## src/rtl/zeroheti_obi_apb_bridge.sv

```systemverilog
// zeroheti_obi_apb_bridge: single-outstanding OBI subordinate bridged to an APB requester with access timeout
module zeroheti_obi_apb_bridge #(
  parameter int unsigned AddrWidth     = 32,
  parameter int unsigned DataWidth     = 32,
  parameter int unsigned TimeoutCycles = 16
) (
  input  logic                   clk_i,
  input  logic                   rst_ni,
  input  logic                   obi_req_i,
  output logic                   obi_gnt_o,
  input  logic [AddrWidth-1:0]   obi_addr_i,
  input  logic                   obi_we_i,
  input  logic [DataWidth/8-1:0] obi_be_i,
  input  logic [DataWidth-1:0]   obi_wdata_i,
  output logic                   obi_rvalid_o,
  output logic [DataWidth-1:0]   obi_rdata_o,
  output logic                   obi_err_o,
  output logic [AddrWidth-1:0]   paddr_o,
  output logic                   psel_o,
  output logic                   penable_o,
  output logic                   pwrite_o,
  output logic [DataWidth-1:0]   pwdata_o,
  output logic [DataWidth/8-1:0] pstrb_o,
  output logic [2:0]             pprot_o,
  input  logic                   pready_i,
  input  logic [DataWidth-1:0]   prdata_i,
  input  logic                   pslverr_i
);
  localparam int unsigned StrbW  = DataWidth / 8;
  localparam int unsigned CntW   = TimeoutCycles > 1 ? $clog2(TimeoutCycles) : 1;
  localparam int unsigned ToLast = TimeoutCycles == 0 ? 0 : TimeoutCycles - 1;
  localparam logic [AddrWidth-1:0] AddrMask = ~AddrWidth'(StrbW - 1);
  typedef enum logic [1:0] {IDLE, SETUP, ACCESS, RESP} state_e;
  state_e state_q, state_d;
  logic [AddrWidth-1:0] addr_q, addr_d;
  logic                 we_q, we_d;
  logic [StrbW-1:0]     be_q, be_d;
  logic [DataWidth-1:0] wdata_q, wdata_d;
  logic [DataWidth-1:0] rdata_q, rdata_d;
  logic                 err_q, err_d;
  logic [CntW-1:0]      cnt_q, cnt_d;
  logic                 active;
  assign active       = (state_q == SETUP) || (state_q == ACCESS);
  assign obi_gnt_o    = (state_q == IDLE) && obi_req_i;
  assign obi_rvalid_o = state_q == RESP;
  assign obi_rdata_o  = obi_rvalid_o ? rdata_q : '0;
  assign obi_err_o    = obi_rvalid_o && err_q;
  assign paddr_o      = addr_q;
  assign psel_o       = active;
  assign penable_o    = state_q == ACCESS;
  assign pwrite_o     = we_q;
  assign pwdata_o     = we_q ? wdata_q : '0;
  assign pstrb_o      = (active && we_q) ? be_q : '0;
  assign pprot_o      = 3'b000;
  // State and transaction registers; async reset abandons any transfer in flight
  always_ff @(posedge clk_i or negedge rst_ni) begin
    if (!rst_ni) begin
      state_q <= IDLE;
      addr_q  <= '0;
      we_q    <= 1'b0;
      be_q    <= '0;
      wdata_q <= '0;
      rdata_q <= '0;
      err_q   <= 1'b0;
      cnt_q   <= '0;
    end else begin
      state_q <= state_d;
      addr_q  <= addr_d;
      we_q    <= we_d;
      be_q    <= be_d;
      wdata_q <= wdata_d;
      rdata_q <= rdata_d;
      err_q   <= err_d;
      cnt_q   <= cnt_d;
    end
  end
  // Next-state: latch request on grant, run SETUP/ACCESS, complete on pready or timeout
  always_comb begin
    state_d = state_q;
    addr_d  = addr_q;
    we_d    = we_q;
    be_d    = be_q;
    wdata_d = wdata_q;
    rdata_d = rdata_q;
    err_d   = err_q;
    cnt_d   = cnt_q;
    case (state_q)
      IDLE: if (obi_req_i) begin
        state_d = SETUP;
        addr_d  = obi_addr_i & AddrMask;
        we_d    = obi_we_i;
        be_d    = obi_be_i;
        wdata_d = obi_wdata_i;
        cnt_d   = '0;
      end
      SETUP: state_d = ACCESS;
      ACCESS: if (pready_i) begin
        state_d = RESP;
        rdata_d = we_q ? '0 : prdata_i;
        err_d   = pslverr_i;
      end else if (TimeoutCycles != 0 && cnt_q == CntW'(ToLast)) begin
        state_d = RESP;
        rdata_d = '0;
        err_d   = 1'b1;
      end else begin
        cnt_d = cnt_q + 1'b1;
      end
      RESP: state_d = IDLE;
    endcase
  end
endmodule

```

## config.mk

```make
export PLATFORM = sky130hd
export DESIGN_NAME = zeroheti_obi_apb_bridge
export DESIGN_NICKNAME = d
export VERILOG_FILES = /design/src/rtl/zeroheti_obi_apb_bridge.sv
export SDC_FILE = /design/constraint.sdc
export NUM_CORES = 1
export LEC_CHECK = 0
export CORE_MARGIN = 1
export CORE_UTILIZATION = 45
export CTS_BUF_LIST = sky130_fd_sc_hd__clkbuf_16
export CTS_CLUSTER_DIAMETER = 120
export DETAILED_ROUTE_END_ITERATION = 8
export GPL_TIMING_DRIVEN = 0
export PLACE_DENSITY = 0.87
export SYNTH_ARGS = -nofsm -noshare
export SYNTH_HDL_FRONTEND = slang
export SYNTH_SLANG_ARGS = --single-unit
```

## constraint.sdc

```tcl
create_clock -name clk_i -period 2.64 [get_ports clk_i]
set_input_delay 0.264 -clock clk_i [delete_from_list [all_inputs] [get_ports clk_i]]
set_output_delay 0.264 -clock clk_i [all_outputs]
set_load 0.1 [all_outputs]
```

==> summary.md, run 1 <==
| Metric | Value |
|---|---|
| Crit-path leading delay family | buffers and inverters |
| Min Tclk post-route | 2520 ps |
| Number of global-route vias before repair | 3776 |
| Routed vias | 3528 |
| Die footprint | 10700 sq um |
| Distinct cells, synth | 32 |
| Final wirelength | 12300 um |
| Crit end category | output pin |
| Routability Congestion | 0.749 |
| Clock transition at the registers of the reported paths | 70 ps |
| Data arrival, critical path | 2250 ps |
| Starting Density | 46.8% |
| Layout area overhead | 54.2% |
| First-pass GRT wire length | 18500 um |
| Via density | 4.98 |
| CORE AREA | 9860 sq um |
| Antenna-violating nets left | 0 |
| DP HPWL | 9360 um |
| Post-synthesis sequential area ratio | 57.5% |
| Die width | 103 um |
| Min Hold Slack | -7.03 ps |
| Slew headroom | 32.0% |
| Number of fillers in the final layout | 683 |
| H-tree depth | 3 |
| Final setup margin | 123 ps |
| Failing checks | negative hold slack |
| Initial drt markers | 91 |
| Cells after Synth | 347 |
| # clock sinks | 106 |
| CTS Buf Count | 9 |
| HP Class | in2async |
| Final Max Slew Viols | 0 |
| Wire per inst | 17.4 um |
| Synth top area share | 57.5% |
| Area contributors post-synth | dfrtp_1, mux2_2, and2_1 |
| Initial antenna violation count | 0 |
| Sum Neg Setup Slack | 0 ps |
| Synthesized cell area | 4620 sq um |
| Chip height | 103 um |
| Buffers on Ports | 207 |
| Final Skew | 6.96 ps |
| Critical path class | reg2out |
| Crit-path cells | inv_1 > ha_1 > and3_1 > dlygate4sd2_1 |
| #FFs+latches synth | 106 |
| Syn. warnings | 0 |
| Gr usage total | 23.5% |
| Startpoint types | flip-flop |
| Clock latency on the worst-skew pair | 340 ps |
| I/O Pins | 215 |
| CP bufs+invs | 2 |
| Final Hold Violating Endpoints | 4 |
| Yosys top cell by area | dfrtp_1 |
| Max cap viols | 0 |
| Max stage delay on crit path | 880 ps |
| Nets | 681 |
| Syn_area_per_cell | 13.3 sq um |
| Crit Path Max Fanout | 6 |
| CTS tree | done |
| Fin crit share | 95.3% |
| Root Buffer | clkbuf_16 |
| Slowest CP cell | dlygate4sd2_1 |
| Diodes inserted | 0 |
| Fmax achieved | 0.397 GHz |
| Status | finished, violations left |
| Gr ovfl total | 0 |
| Final setup viols | 0 |
| Actual slew at the worst max-slew pin | 1020 ps |
| Layout cells sized above 1 | 29.2% |
| Largest net degree at the start of global routing | 61 |
| WP data required | 2380 ps |
| Pre-CTS WS | -274 ps |
| Most common cell after layout, fill and taps aside | clkdlybuf4s50_1 |
| Remaining DRCs | 0 |
| Most frequent cells in the layout | clkdlybuf4s50_1, dfrtp_1, mux2_2 |
| Row count | 36 |
| Clock buffer depth | 2 |
| TritonRoute pass-1 iters | 4 |
| Unrepaired setup endpoints after global routing | false |
| Final Core Density | 72.2% |
-- final cells by class --
cell class / instances / area (sq um) / share of cell area (%)
inverter: 5 / 18.8 / 0.264
clock inverter: 7 / 61.3 / 0.861
timing repair buffer: 208 / 2040 / 28.6
multi-input combinational: 213 / 1780 / 25.0
tap: 133 / 166 / 2.34
clock buffer: 9 / 225 / 3.16
sequential: 106 / 2650 / 37.3
buffer: 27 / 183 / 2.57
-- metal layers --
metal	share of wire, %	GRT usage [%]
met1	37	24.4
met2	53	43.9
met3	8.6	7.66
met4	1.7	9.21
met5	0	0
-- synthesized netlist by cell type --
master    number
a22o_1        32
o32a_1         1
nor2_1         6
a311oi_1       1
buf_4          8
buf_8          3
clkbuf_1       7
a21oi_1        4
nand2b_4       1
buf_2          8
nand2b_1       1
nand2_1        4
buf_6          1
nor2b_1        1
o21ai_0        1
nor4b_1        1
o211ai_1       2
ha_1           5
a31oi_4        1
inv_1          4
or2_2          1
dfrtp_1      106
a31oi_1        2
mux2_2        68
and3_1         5
nand4_1        1
conb_1         1
nand3b_1       2
and2_1        65
inv_2          1
nor3_1         2
and4_1         1
-- registers in the layout (all words and copies together) (netlist names) --
signal and flops:
rdata_q 32, wdata_q 32, paddr_o 30, be_q 4, cnt_q 4, state_q 2
err_q 1, pwrite_o 1
-- stage by stage --
step                      instance area, sq um  cells
final                                     7120    708
after global routing                      7120    708
after CTS                                 7210    708
after detailed placement                  6890    692
after global placement                    6870    691
after floorplan                           4630    351
-- worst reg2reg max path, cell delays in order, from the launching register on --
cell     delay (ps)
dfrtp_1         400
inv_1           110
ha_1            250
nand2_1         130
inv_2           120
buf_4           200
buf_4           240
mux2_2          360
-- kinds of logic after synthesis --
logic type	count (synthesis)	share of synthesized area, %
flip-flops	106	57.5
AND/OR/NAND/NOR	91	12.1
multiplexers	68	16.6
AO/OA/AOI/OAI	44	8.08
buffers and inverters	32	4.36
adder cells (fa/ha/maj)	5	1.36
other	1	0.0812
-- final timing paths --
check                      depth (start not counted)                 endpoint                     from  slack (ps)
max                                                4               pstrb_o[2]   state_q[0]$_DFFE_PN0P_         120
min                                                1   rdata_q[8]$_DFFE_PN0P_                   rst_ni          -7
max reg2reg                                        7  paddr_o[28]$_DFFE_PN0P_   state_q[0]$_DFFE_PN0P_         720
min reg2reg                                        1  wdata_q[22]$_DFFE_PN0P_  wdata_q[22]$_DFFE_PN0P_         500
max in group asynchronous                          2  paddr_o[31]$_DFFE_PN0P_                   rst_ni        1940
min in group clk_i                                 1  wdata_q[22]$_DFFE_PN0P_  wdata_q[22]$_DFFE_PN0P_         500
-- timing repair --
| action | CTS | global route |
|---|---|---|
| setup endpoints to repair | 70 | 22 |
| gates resized for setup | 173 | 23 |
| pin swaps | 0 | 0 |
| hold buffers | 0 | 0 |
| setup buffers | 0 | 0 |
Power of run 1 is left out: the tool's default activity adds up to more than one toggle a clock period on the data nets, which glitch-free logic cannot reach.
==> run 2: changes to the inputs <==
Settings changed: CTS_CLUSTER_SIZE set to 10, RECOVER_POWER set to 100.
==> run 2 against run 1 <==
Net effect: the run now ends clean; via count rose by 0.31%; core utilization fell by 1.6 points; global-route usage did not move; routed wire length rose by 0.14%; clock skew fell by 1.1 ps; clock-buffer cell count did not move; flip-flop and latch count did not move; final cell count did not move; sequential share of layout area rose by 0.86 points; critical path type unchanged; worst hold slack improved by 270 ps; die area did not move.
==> summary.md, run 2 (synthesis results as in run 1) <==
| Metric | Value |
|---|---|
| Clock transition at the registers of the reported paths | 70 ps (about the same) |
| Buffers on Ports | 207 (unchanged) |
| Initial antenna violation count | 0 (unchanged) |
| HP Class | in2async (unchanged) |
| H-tree depth | 3 (unchanged) |
| Clock latency on the worst-skew pair | 330 ps (was 340 ps) |
| Crit end category | output pin (unchanged) |
| Fmax achieved | 0.394 GHz (was 0.397 GHz) |
| Most frequent cells in the layout | dfrtp_1, clkdlybuf4s50_1, mux2_2 (was clkdlybuf4s50_1, dfrtp_1, mux2_2) |
| Finished Layout Cells | 708 (unchanged) |
| Critical path class | reg2out (unchanged) |
| Startpoint types | flip-flop (unchanged) |
| Final Hold Violating Endpoints | 0 (was 4) |
| Actual slew at the worst max-slew pin | 1470 ps (was 1020 ps) |
| Remaining DRCs | 0 (unchanged) |
| TritonRoute pass-1 iters | 6 (was 4) |
| Clock buffer depth | 2 (unchanged) |
| Hold_buf cts | 0 (unchanged) |
| Register area | 2650 sq um (unchanged) |
| Min Hold Slack | 264 ps (was -7.03 ps) |
| Number of global-route vias before repair | 3776 (unchanged) |
| Die footprint | 10700 sq um (unchanged) |
| I/O Pins | 215 (unchanged) |
| Via density | 5.00 (was 4.98) |
| CTS tree | done (unchanged) |
| Status | complete, no violations (was finished, violations left) |
| CTS Buf Count | 9 (unchanged) |
| First-pass GRT wire length | 18500 um (unchanged) |
| Min Tclk post-route | 2540 ps (was 2520 ps) |
| Max cap viols | 0 (unchanged) |
| Layout area overhead | 50.7% (was 54.2%) |
| Diodes inserted | 0 (unchanged) |
| Wire per inst | 17.4 um (about the same) |
| Final setup viols | 0 (unchanged) |
| Layout cells sized above 1 | 27.0% (was 29.2%) |
| Routability Congestion | 0.749 (unchanged) |
| Antenna-violating nets left | 0 (unchanged) |
| Starting Density | 46.8% (unchanged) |
| Routed vias | 3539 (was 3528) |
| Unrepaired setup endpoints after global routing | false (unchanged) |
| Post-CTS setup buffer count | 0 (unchanged) |
| Initial drt markers | 104 (was 91) |
| # clock sinks | 106 (unchanged) |
| Largest net degree at the start of global routing | 61 (unchanged) |
| Die width | 103 um (unchanged) |
| DP HPWL | 9360 um (unchanged) |
| Chip height | 103 um (unchanged) |
| Final wirelength | 12300 um (about the same) |
| Area of the multi-input gates | 1750 sq um (was 1780 sq um) |
| Row count | 36 (unchanged) |
| Nets | 681 (unchanged) |
| Crit Path Max Fanout | 6 (unchanged) |
| Fin crit share | 96.2% (was 95.3%) |
| Gr ovfl total | 0 (unchanged) |
| WP data required | 2380 ps (about the same) |
| Data arrival, critical path | 2280 ps (was 2250 ps) |
| Most common cell after layout, fill and taps aside | dfrtp_1 (was clkdlybuf4s50_1) |
| Final Max Slew Viols | 0 (unchanged) |
| Gr usage total | 23.5% (unchanged) |
| Final Skew | 5.85 ps (was 6.96 ps) |
| Number of fillers in the final layout | 710 (was 683) |
| Inst Count DP | 692 (unchanged) |
| CORE AREA | 9860 sq um (unchanged) |
| Root Buffer | clkbuf_16 (unchanged) |
| Slew headroom | 2.16% (was 32.0%) |
run 2: metal layers:
| metal | global-route usage (%) | share of wire, % | wire, um | vias up |
|---|---|---|---|---|
| li1 | - | - | - | 1650 |
| met1 | 24.4 | 37 | 4510 | 1729 |
| met2 | 43.9 | 53 | 6580 | 145 |
| met3 | 7.66 | 8.6 | 1060 | 15 |
| met4 | 9.21 | 1.3 | 165 | 0 |
| met5 | 0 | 0 | 0 | - |
run 2: layout make-up:
type / instances / share of cell area (%)
tap: 133 / 2.39
clock inverter: 7 / 0.881
clock buffer: 9 / 3.24
timing repair buffer: 208 / 28.0
inverter: 5 / 0.270
multi-input combinational: 213 / 25.2
sequential: 106 / 38.1
buffer: 27 / 1.89
run 2: per-stage QoR:
| step | area, sq um | setup TNS, ps | setup slack (ps) | util, % |
|---|---|---|---|---|
| 5_1_grt | 6960 | 0 | 6.41 | 70.5 |
| 2_1_floorplan | 4630 | 0 | 109 | - |
| 6_report | 6960 | 0 | 100 | 70.5 |
| 3_3_place_gp | 6870 | -278250 | -2630 | 69.6 |
| 3_5_place_dp | 6890 | -815 | -274 | 69.9 |
| 4_1_cts | 7210 | 0 | 0.692 | 73.1 |
run 2: worst paths after layout:
kind                                    startpoint                      end  slack, ps  depth (start not counted)
setup / recovery            state_q[0]$_DFFE_PN0P_               pstrb_o[2]        100                          4
hold / removal                              rst_ni  rdata_q[10]$_DFFE_PN0P_        260                          1
setup reg to reg              cnt_q[0]$_DFFE_PN0P_  rdata_q[19]$_DFFE_PN0P_        380                          6
hold reg to reg            rdata_q[14]$_DFFE_PN0P_  rdata_q[14]$_DFFE_PN0P_        500                          1
max in group asynchronous                   rst_ni  wdata_q[23]$_DFFE_PN0P_        510                          2
min in group clk_i         rdata_q[14]$_DFFE_PN0P_  rdata_q[14]$_DFFE_PN0P_        500                          1
run 2: what timing repair did:
action | 4_1_cts | 5_1_grt
resized for setup | 173 | 23
pin swaps | 0 | 0
setup endpoints to repair | 70 | 22
cloned | 0 | 0
run 2: critical path: stages (launching register included):
cell	delay [ps]
dfrtp_1	380
inv_1	90
ha_1	390
and3_1	190
clkbuf_1	900
Power of run 2 is left out for the same reason.
